--- src/rtl/alu16_muldiv.sv ---
// alu16_muldiv: registered signed ALU for the execute stage.
// Add/sub/mul/div/and/or/sll/sra are combinational from a, b and s. One output
// register stage holds the 32-bit result and the n/z flags, so the result is
// valid one cycle after the operands.
module alu16_muldiv #(
  parameter int WIDTH = 16
) (
  input  logic             clk,
  input  logic             rst,
  input  logic [WIDTH-1:0] a,
  input  logic [WIDTH-1:0] b,
  input  logic [2:0]       s,
  output logic [WIDTH-1:0] yhigh,
  output logic [WIDTH-1:0] ylow,
  output logic             n,
  output logic             z
);

  typedef enum logic [2:0] {
    OP_ADD = 3'd0, OP_SUB = 3'd1, OP_MUL = 3'd2, OP_DIV = 3'd3,
    OP_AND = 3'd4, OP_OR  = 3'd5, OP_SLL = 3'd6, OP_SRA = 3'd7
  } op_e;

  localparam int SHW = $clog2(2*WIDTH);

  logic [WIDTH-1:0]        yhigh_q, yhigh_d;
  logic [WIDTH-1:0]        ylow_q,  ylow_d;
  logic                    n_q, n_d;
  logic                    z_q, z_d;

  logic signed [WIDTH:0]     sum_ext, dif_ext;
  logic signed [2*WIDTH-1:0] prod;
  logic signed [WIDTH-1:0]   a_s, b_s, b_safe, quo, rem;
  logic                      div_zero, div_ovf;
  logic [SHW-1:0]            shamt;
  logic                      wide_flags;

  assign a_s   = $signed(a);
  assign b_s   = $signed(b);
  assign shamt = b[SHW-1:0];

  // One extra bit so yhigh can replicate the true sign of the exact sum/difference.
  assign sum_ext = $signed({a[WIDTH-1], a}) + $signed({b[WIDTH-1], b});
  assign dif_ext = $signed({a[WIDTH-1], a}) - $signed({b[WIDTH-1], b});

  // Operands sign-extended to full product width so no bits are lost.
  assign prod = $signed({{WIDTH{a[WIDTH-1]}}, a}) * $signed({{WIDTH{b[WIDTH-1]}}, b});

  // The divider never sees zero, so its output is never undefined; the
  // b=0 and most-negative / -1 cases are overridden explicitly below.
  assign div_zero = (b == '0);
  assign div_ovf  = (a == {1'b1, {(WIDTH-1){1'b0}}}) && (b == '1);
  assign b_safe   = div_zero ? WIDTH'(1) : b_s;
  assign quo      = a_s / b_safe;
  assign rem      = a_s % b_safe;

  // Add/sub/mul report flags across the full 32-bit result; the rest on ylow only.
  assign wide_flags = (s == OP_ADD) || (s == OP_SUB) || (s == OP_MUL);

  // Combinational datapath: select the result halves for the current opcode.
  always_comb begin
    yhigh_d = '0;
    ylow_d  = '0;
    unique case (op_e'(s))
      OP_ADD: begin
        ylow_d  = sum_ext[WIDTH-1:0];
        yhigh_d = {WIDTH{sum_ext[WIDTH]}};
      end
      OP_SUB: begin
        ylow_d  = dif_ext[WIDTH-1:0];
        yhigh_d = {WIDTH{dif_ext[WIDTH]}};
      end
      OP_MUL: begin
        ylow_d  = prod[WIDTH-1:0];
        yhigh_d = prod[2*WIDTH-1:WIDTH];
      end
      OP_DIV: begin
        if (div_zero) begin
          ylow_d  = '0;
          yhigh_d = a;
        end else if (div_ovf) begin
          ylow_d  = {1'b1, {(WIDTH-1){1'b0}}};
          yhigh_d = '0;
        end else begin
          ylow_d  = quo;
          yhigh_d = rem;
        end
      end
      OP_AND: ylow_d = a & b;
      OP_OR:  ylow_d = a | b;
      OP_SLL: ylow_d = a << shamt;
      OP_SRA: ylow_d = a_s >>> shamt;
      default: ;
    endcase
  end

  // Flags are derived from the same next-state values that get registered.
  always_comb begin
    n_d = 1'b0;
    z_d = 1'b0;
    if (wide_flags) begin
      n_d = yhigh_d[WIDTH-1];
      z_d = ({yhigh_d, ylow_d} == '0);
    end else begin
      n_d = ylow_d[WIDTH-1];
      z_d = (ylow_d == '0);
    end
  end

  // Output register stage: loads every edge, synchronous reset clears everything.
  always_ff @(posedge clk) begin
    if (rst) begin
      yhigh_q <= '0;
      ylow_q  <= '0;
      n_q     <= 1'b0;
      z_q     <= 1'b0;
    end else begin
      yhigh_q <= yhigh_d;
      ylow_q  <= ylow_d;
      n_q     <= n_d;
      z_q     <= z_d;
    end
  end

  assign yhigh = yhigh_q;
  assign ylow  = ylow_q;
  assign n     = n_q;
  assign z     = z_q;

endmodule

--- config.mk ---
export PLATFORM = sky130hd
export DESIGN_NAME = alu16_muldiv
export DESIGN_NICKNAME = d
export VERILOG_FILES = /design/src/rtl/alu16_muldiv.sv
export SDC_FILE = /design/constraint.sdc
export NUM_CORES = 2
export LEC_CHECK = 0
export CORE_UTILIZATION = 40
export DETAILED_ROUTE_END_ITERATION = 6
export GPL_TIMING_DRIVEN = 0
export PLACE_DENSITY_LB_ADDON = 0.3
export SLEW_MARGIN = 40
export SYNTH_ARGS = -nofsm -noshare
export SYNTH_HDL_FRONTEND = slang
export SYNTH_SLANG_ARGS = --single-unit
--- constraint.sdc ---
create_clock -name clk -period 38.7 [get_ports clk]
set_clock_uncertainty 0.1 [all_clocks]
set_input_delay 3.87 -clock clk [delete_from_list [all_inputs] [get_ports clk]]
set_output_delay 3.87 -clock clk [all_outputs]
set_load 0.05 [all_outputs]
## Word-level counts from Yosys, hierarchy flattened

Index checks and enable logic that the tools add are counted.

- Input port bits: 37
- Bits in registers: 34
- Logic and storage cells: 38
- Output and inout bits: 34

- Shift operators: 2
- Add/sub/neg operators: 2
- Equal/unequal tests: 9
- Divide/modulo/power cells: 2
- Multiply operators: 1
- Bitwise gates (word level): 2
- Multiplexer cells: 9
- Reductions and logical operators: 7

Operator list:

| cell | count |
|---|---|
| 16-bit case mux with 8 select lines | 1 |
| 16-bit 2-to-1 mux | 5 |
| 16-bit case mux with 4 select lines | 1 |
| 16-bit == test (second input constant) | 2 |
| 16-bit zero test | 2 |
| 32-bit zero test | 1 |
| 16-bit by 16-bit multiplier with 32-bit output | 1 |
| 16-bit by 16-bit adder with 17-bit output | 1 |
| 16-bit by 16-bit subtractor with 17-bit output | 1 |
| 16-bit bitwise AND | 1 |
| 16-bit by 16-bit divider with 16-bit output | 1 |
| 16-bit by 16-bit modulo with 16-bit output | 1 |
| 16-bit bitwise OR | 1 |
| 16-bit by 5-bit << shifter with 16-bit output | 1 |
| 16-bit by 5-bit >>> shifter with 16-bit output | 1 |
| 3-bit == test (second input constant) | 4 |
| 3-bit by 2-bit == test with 1-bit output (second input constant) | 2 |
| 3-bit by 1-bit == test with 1-bit output (second input constant) | 1 |
| 3-bit zero test | 1 |
| 1-bit logical OR | 2 |
| 1-bit 2-to-1 mux | 2 |
| 1-bit logical AND | 1 |

## Longest topological paths before layout

- Depth after elaboration: 8
- Mapped depth: 164
- Gate-level depth less buffers: 152

## Least setup slack after synthesis

OpenSTA, ideal clock, no wires.

- Kind: in2reg
- Start: input b[2]
- End: register z_q (netlist: z)
- Required time: 38.541 ns
- Buffers on the path: 11
- Stages: 146
- Arrival time: 36.043 ns
- Slack: 2.498 ns
- Setup time: 0.059 ns
- Cells stage by stage: buf_2 > nor3_4 > nand4_4 > or3_1 > nand2_1 > inv_1 > ha_1 > mux2i_1 > o211ai_1 > nor4_4 > mux2i_1 > ha_1 > o21a_1 > o21a_1 > and4_1 > clkbuf_1 > nor2_1 > a21oi_1 > [... 110 more ...] > a21oi_1 > nor4_1 > o21ba_2 > nor2_1 > inv_1 > clkbuf_1 > ha_1 > a21boi_0 > and2_1 > or4b_1 > mux2i_1 > nor3_1 > a2111oi_0 > nand4b_1 > or3_1 > nor4_1 > and4_1 > a41o_1

- Longest elaborated chain between the ends: 8
- Elaborated cells between the ends (all ways): 22
- Classes of those cells: add/sub (2); mul (1); div (2); eq/ne (1); shift (2); mux (8); bitwise (2); reduce/logical (4)

RTL lines:

| item | RTL line | RTL |
|---|---|---|
| start: declaration | 11 | `input logic [WIDTH-1:0] b,` |
| 16-bit zero test | 51 | `assign div_zero = (b == '0);` |
| 16-bit 2-to-1 mux | 53 | `assign b_safe = div_zero ? WIDTH'(1) : b_s;` |
| 16-bit by 16-bit divider with 16-bit output / 16-bit by 16-bit modulo with 16-bit output (equally long branches) | 54, 55 |  |
| 16-bit 2-to-1 mux | 81 | `end else if (div_ovf) begin` |
| 16-bit 2-to-1 mux | 78 | `if (div_zero) begin` |
| 16-bit case mux with 8 select lines / 16-bit case mux with 4 select lines (equally long branches) | 64 | `unique case (op_e'(s))` |
| 32-bit zero test / 16-bit zero test (equally long branches) | 103, 106 |  |
| 1-bit 2-to-1 mux * | 101 | `if (wide_flags) begin` |
| end signal: assignment | 121 | `z_q <= z_d;` |
| end: declaration | 29 | `logic z_q, z_d;` |

Mark *: on every way between the ends. The rest lies on a longest branch, timed or not.
A chain may end at the register's enable or synchronous reset.

## Final worst setup path

- Start: input b[12]
- End: register z_q (netlist: z)

Same word-level chain as after synthesis.

==> flow_metrics.py <==
metrics = {
    "outcome": {
        "status": "complete, no violations",
    },
    "timing": {
        "setup_viol": 0,
        "slew_violations": 0,
        "relSlewSlack_pct": 32.66,
        "tns_ps": 0,
        "fmax_ghz": 0.02660,
        "finalWorstSetupSlack_ps": 1107,
        "period_share_pct": 97.14,
        "fin_crit_ps": 37590,
        "fin_hold_ws_ps": 3892,
        "hold_viol_final": 0,
        "tightest_slew_ps": 1005,
    },
    "clocking": {
        "cts_tree": "yes",
        "clk_path_buf_depth": 2,
        "path_clk_slew_ps": 80,
        "root_buffer": "clkbuf_16",
        "cts_hold_buf": 0,
        "cts_buffers": 5,
        "clock-sinks": 34,
        "htreeDepth": 2,
    },
    "worst_setup_path": {
        "crit_end": "z",
        "start_kind": "primary input",
        "path_class": "in -> reg",
        "crit_path_end_kind": "flip-flop",
        "crit_fanout": 16,
        "cpPeakStageDelay_ps": 500,
        "worstPathRequired_ps": 38850,
        "crit_arrival_ps": 37740,
        "cpMaxStageDelayCell": "or4b_1",
        "crit_path_frequent_cell": "ha_1",
        "cp-startpoint": "b[12]",
    },
    "die": {
        "rows": 90,
        "chipHeight_um": 249.8,
        "die_x_um": 249.8,
        "core-area_um2": 60470,
        "pin_count": 71,
        "initial_core_util_pct": 40.62,
        "die-area_um2": 62410,
    },
    "global_routing": {
        "antenna_found_initial": 0,
        "overflow": 0,
        "grt_max_degree": 29,
        "gr-usage-all-layers_pct": 32.99,
        "grt_pass1_vias": 24764,
        "grt_pass1_wl_um": 156100,
    },
    "logic_synthesis": {
        "async_flop_share_pct": 0,
        "yosysTopAreaCell": "fa_1",
        "yosys-top-cells-area": "fa_1 22%, ha_1 14%, nand2_1 5.5%, inv_1 5.3%, nor2_1 5.1%",
        "avgSynthCellArea_um2": 7.631,
        "synth_top_area_share_pct": 21.60,
        "syn_inst": 3219,
        "synthesis.nets": 3794,
        "synth-seq-cells": 34,
        "synth_edf_count": 0,
        "synth_cell_types": 106,
        "seq_area_frac_synth_pct": 2.771,
        "netlist_area_um2": 24560,
        "yosysWarnings": 0,
        "synth_ff_type": "dfxtp_1",
    },
    "placed_design": {
        "place_area_um2": 26410,
        "gp_congestion": 1.027,
        "io_buffer_count": 67,
        "place_ws_ps": -8029,
        "place_hpwl_um": 85040,
    },
    "pwr": {
        "power_density_nw_per_um2": 98.30,
        "totalPowerFinal_uw": 2746,
        "p_leak_uw": 0.01246,
        "ir_drop_v": 0.0001622,
    },
    "detailed_routing": {
        "first_iter_violations": 2836,
        "drt-wirelength-per-cell_um": 25.38,
        "drt-pass1-iter-count": 6,
        "dr_total_vias": 26082,
        "ant_nets": 0,
        "via_per_inst": 6.292,
        "wirelength_um": 105200,
        "drc": 0,
    },
    "job": {
        "maxCapViolations": 0,
    },
    "cells_and_area": {
        "layout_commonest_cell": "nand2_1",
        "synthToLayoutAreaGrowth_pct": 13.72,
        "stdcell_area_um2": 27930,
        "final_cell_mix": "355 x nand2_1, 341 x inv_1, 324 x nor2_1, 267 x ha_1, 265 x fa_1",
        "final_nets": 3936,
        "drive_gt1_share_pct": 11.63,
    },
    "hold_path": {
        "hold_class": "in -> reg",
        "worstHoldStart": "rst",
    },
}
## cell type report
type	instances	area, µm²
diodes	1	2.502
plain buffers	147	775.7
clock buffers	5	125.1
clock inverters	3	68.82
fillers	6056	32540
inverters	361	1374
multi-input cells	2673	22710
flip-flops and latches	34	680.7
well taps	782	978.4
repair buffers	139	1221
## kinds of logic after synthesis
group	synth area share [%]
adder cells (fa/ha/maj)	35.54
buffers and inverters	8.430
flip-flops	2.771
XOR/XNOR	6.342
AO/OA/AOI/OAI	22.37
AND/OR/NAND/NOR	20.80
multiplexers	3.749
## state kept, by name, summed over array words and instances, names as in the netlist
register	count
ylow	16
z	1
n	1
yhigh	16
## how the worst min path moves through the flow
stage	end	cells after the start
after floorplan	ylow[5]	2
after CTS	ylow[4]	2
after detailed placement	ylow[4]	2
after global routing	ylow[4]	2
final	ylow[4]	2
after global placement	ylow[11]	2
## stage by stage
stage,utilization [%],std cells
2_1_floorplan,-,3219
3_3_place_gp,43.35,4068
3_5_place_dp,43.68,4077
4_1_cts,44.92,4109
5_1_grt,46.19,4144
6_report,46.19,4145
## what timing repair did
item	4_1_cts	5_1_grt
resized for setup	100	102
setup endpoints to repair	34	32
setup buffers	28	34
gates cloned	0	2
pin swaps	22	43
## where the power goes
part / internal, µW / switching, µW
Clock: 37.2 / 21.8
Combinational: 992 / 1640
Sequential: 46.6 / 3.12
Total: 1080 / 1670
## critical path: cells and delay by family
family | cells | cell delay, ps
AND/OR/NAND/NOR | 49 | 10140
adder cells (fa/ha/maj) | 17 | 4970
AO/OA/AOI/OAI | 60 | 13380
multiplexers | 5 | 1720
buffers and inverters | 19 | 3610
## cells in the mapped netlist, types with 36 or more instances
cell type / count
nand2_1: 359
inv_1: 347
nor2_1: 333
ha_1: 273
fa_1: 265
a21oi_1: 197
o21ai_0: 122
xnor2_1: 122
nor3_1: 81
clkbuf_1: 78
nand3_1: 58
xor2_1: 54
o21a_1: 52
a31oi_1: 48
a21o_1: 43
a211oi_1: 36
## routing by layer
metal | wire length (µm) | GRT usage [%] | part of all wire, %
met1 | 41160 | 42.42 | 39
met2 | 47120 | 52.84 | 45
met3 | 10540 | 5.569 | 10
met4 | 6371 | 17.41 | 6.1
met5 | 0 | 0 | 0
No activity file was read; power rests on OpenSTA's default activity.
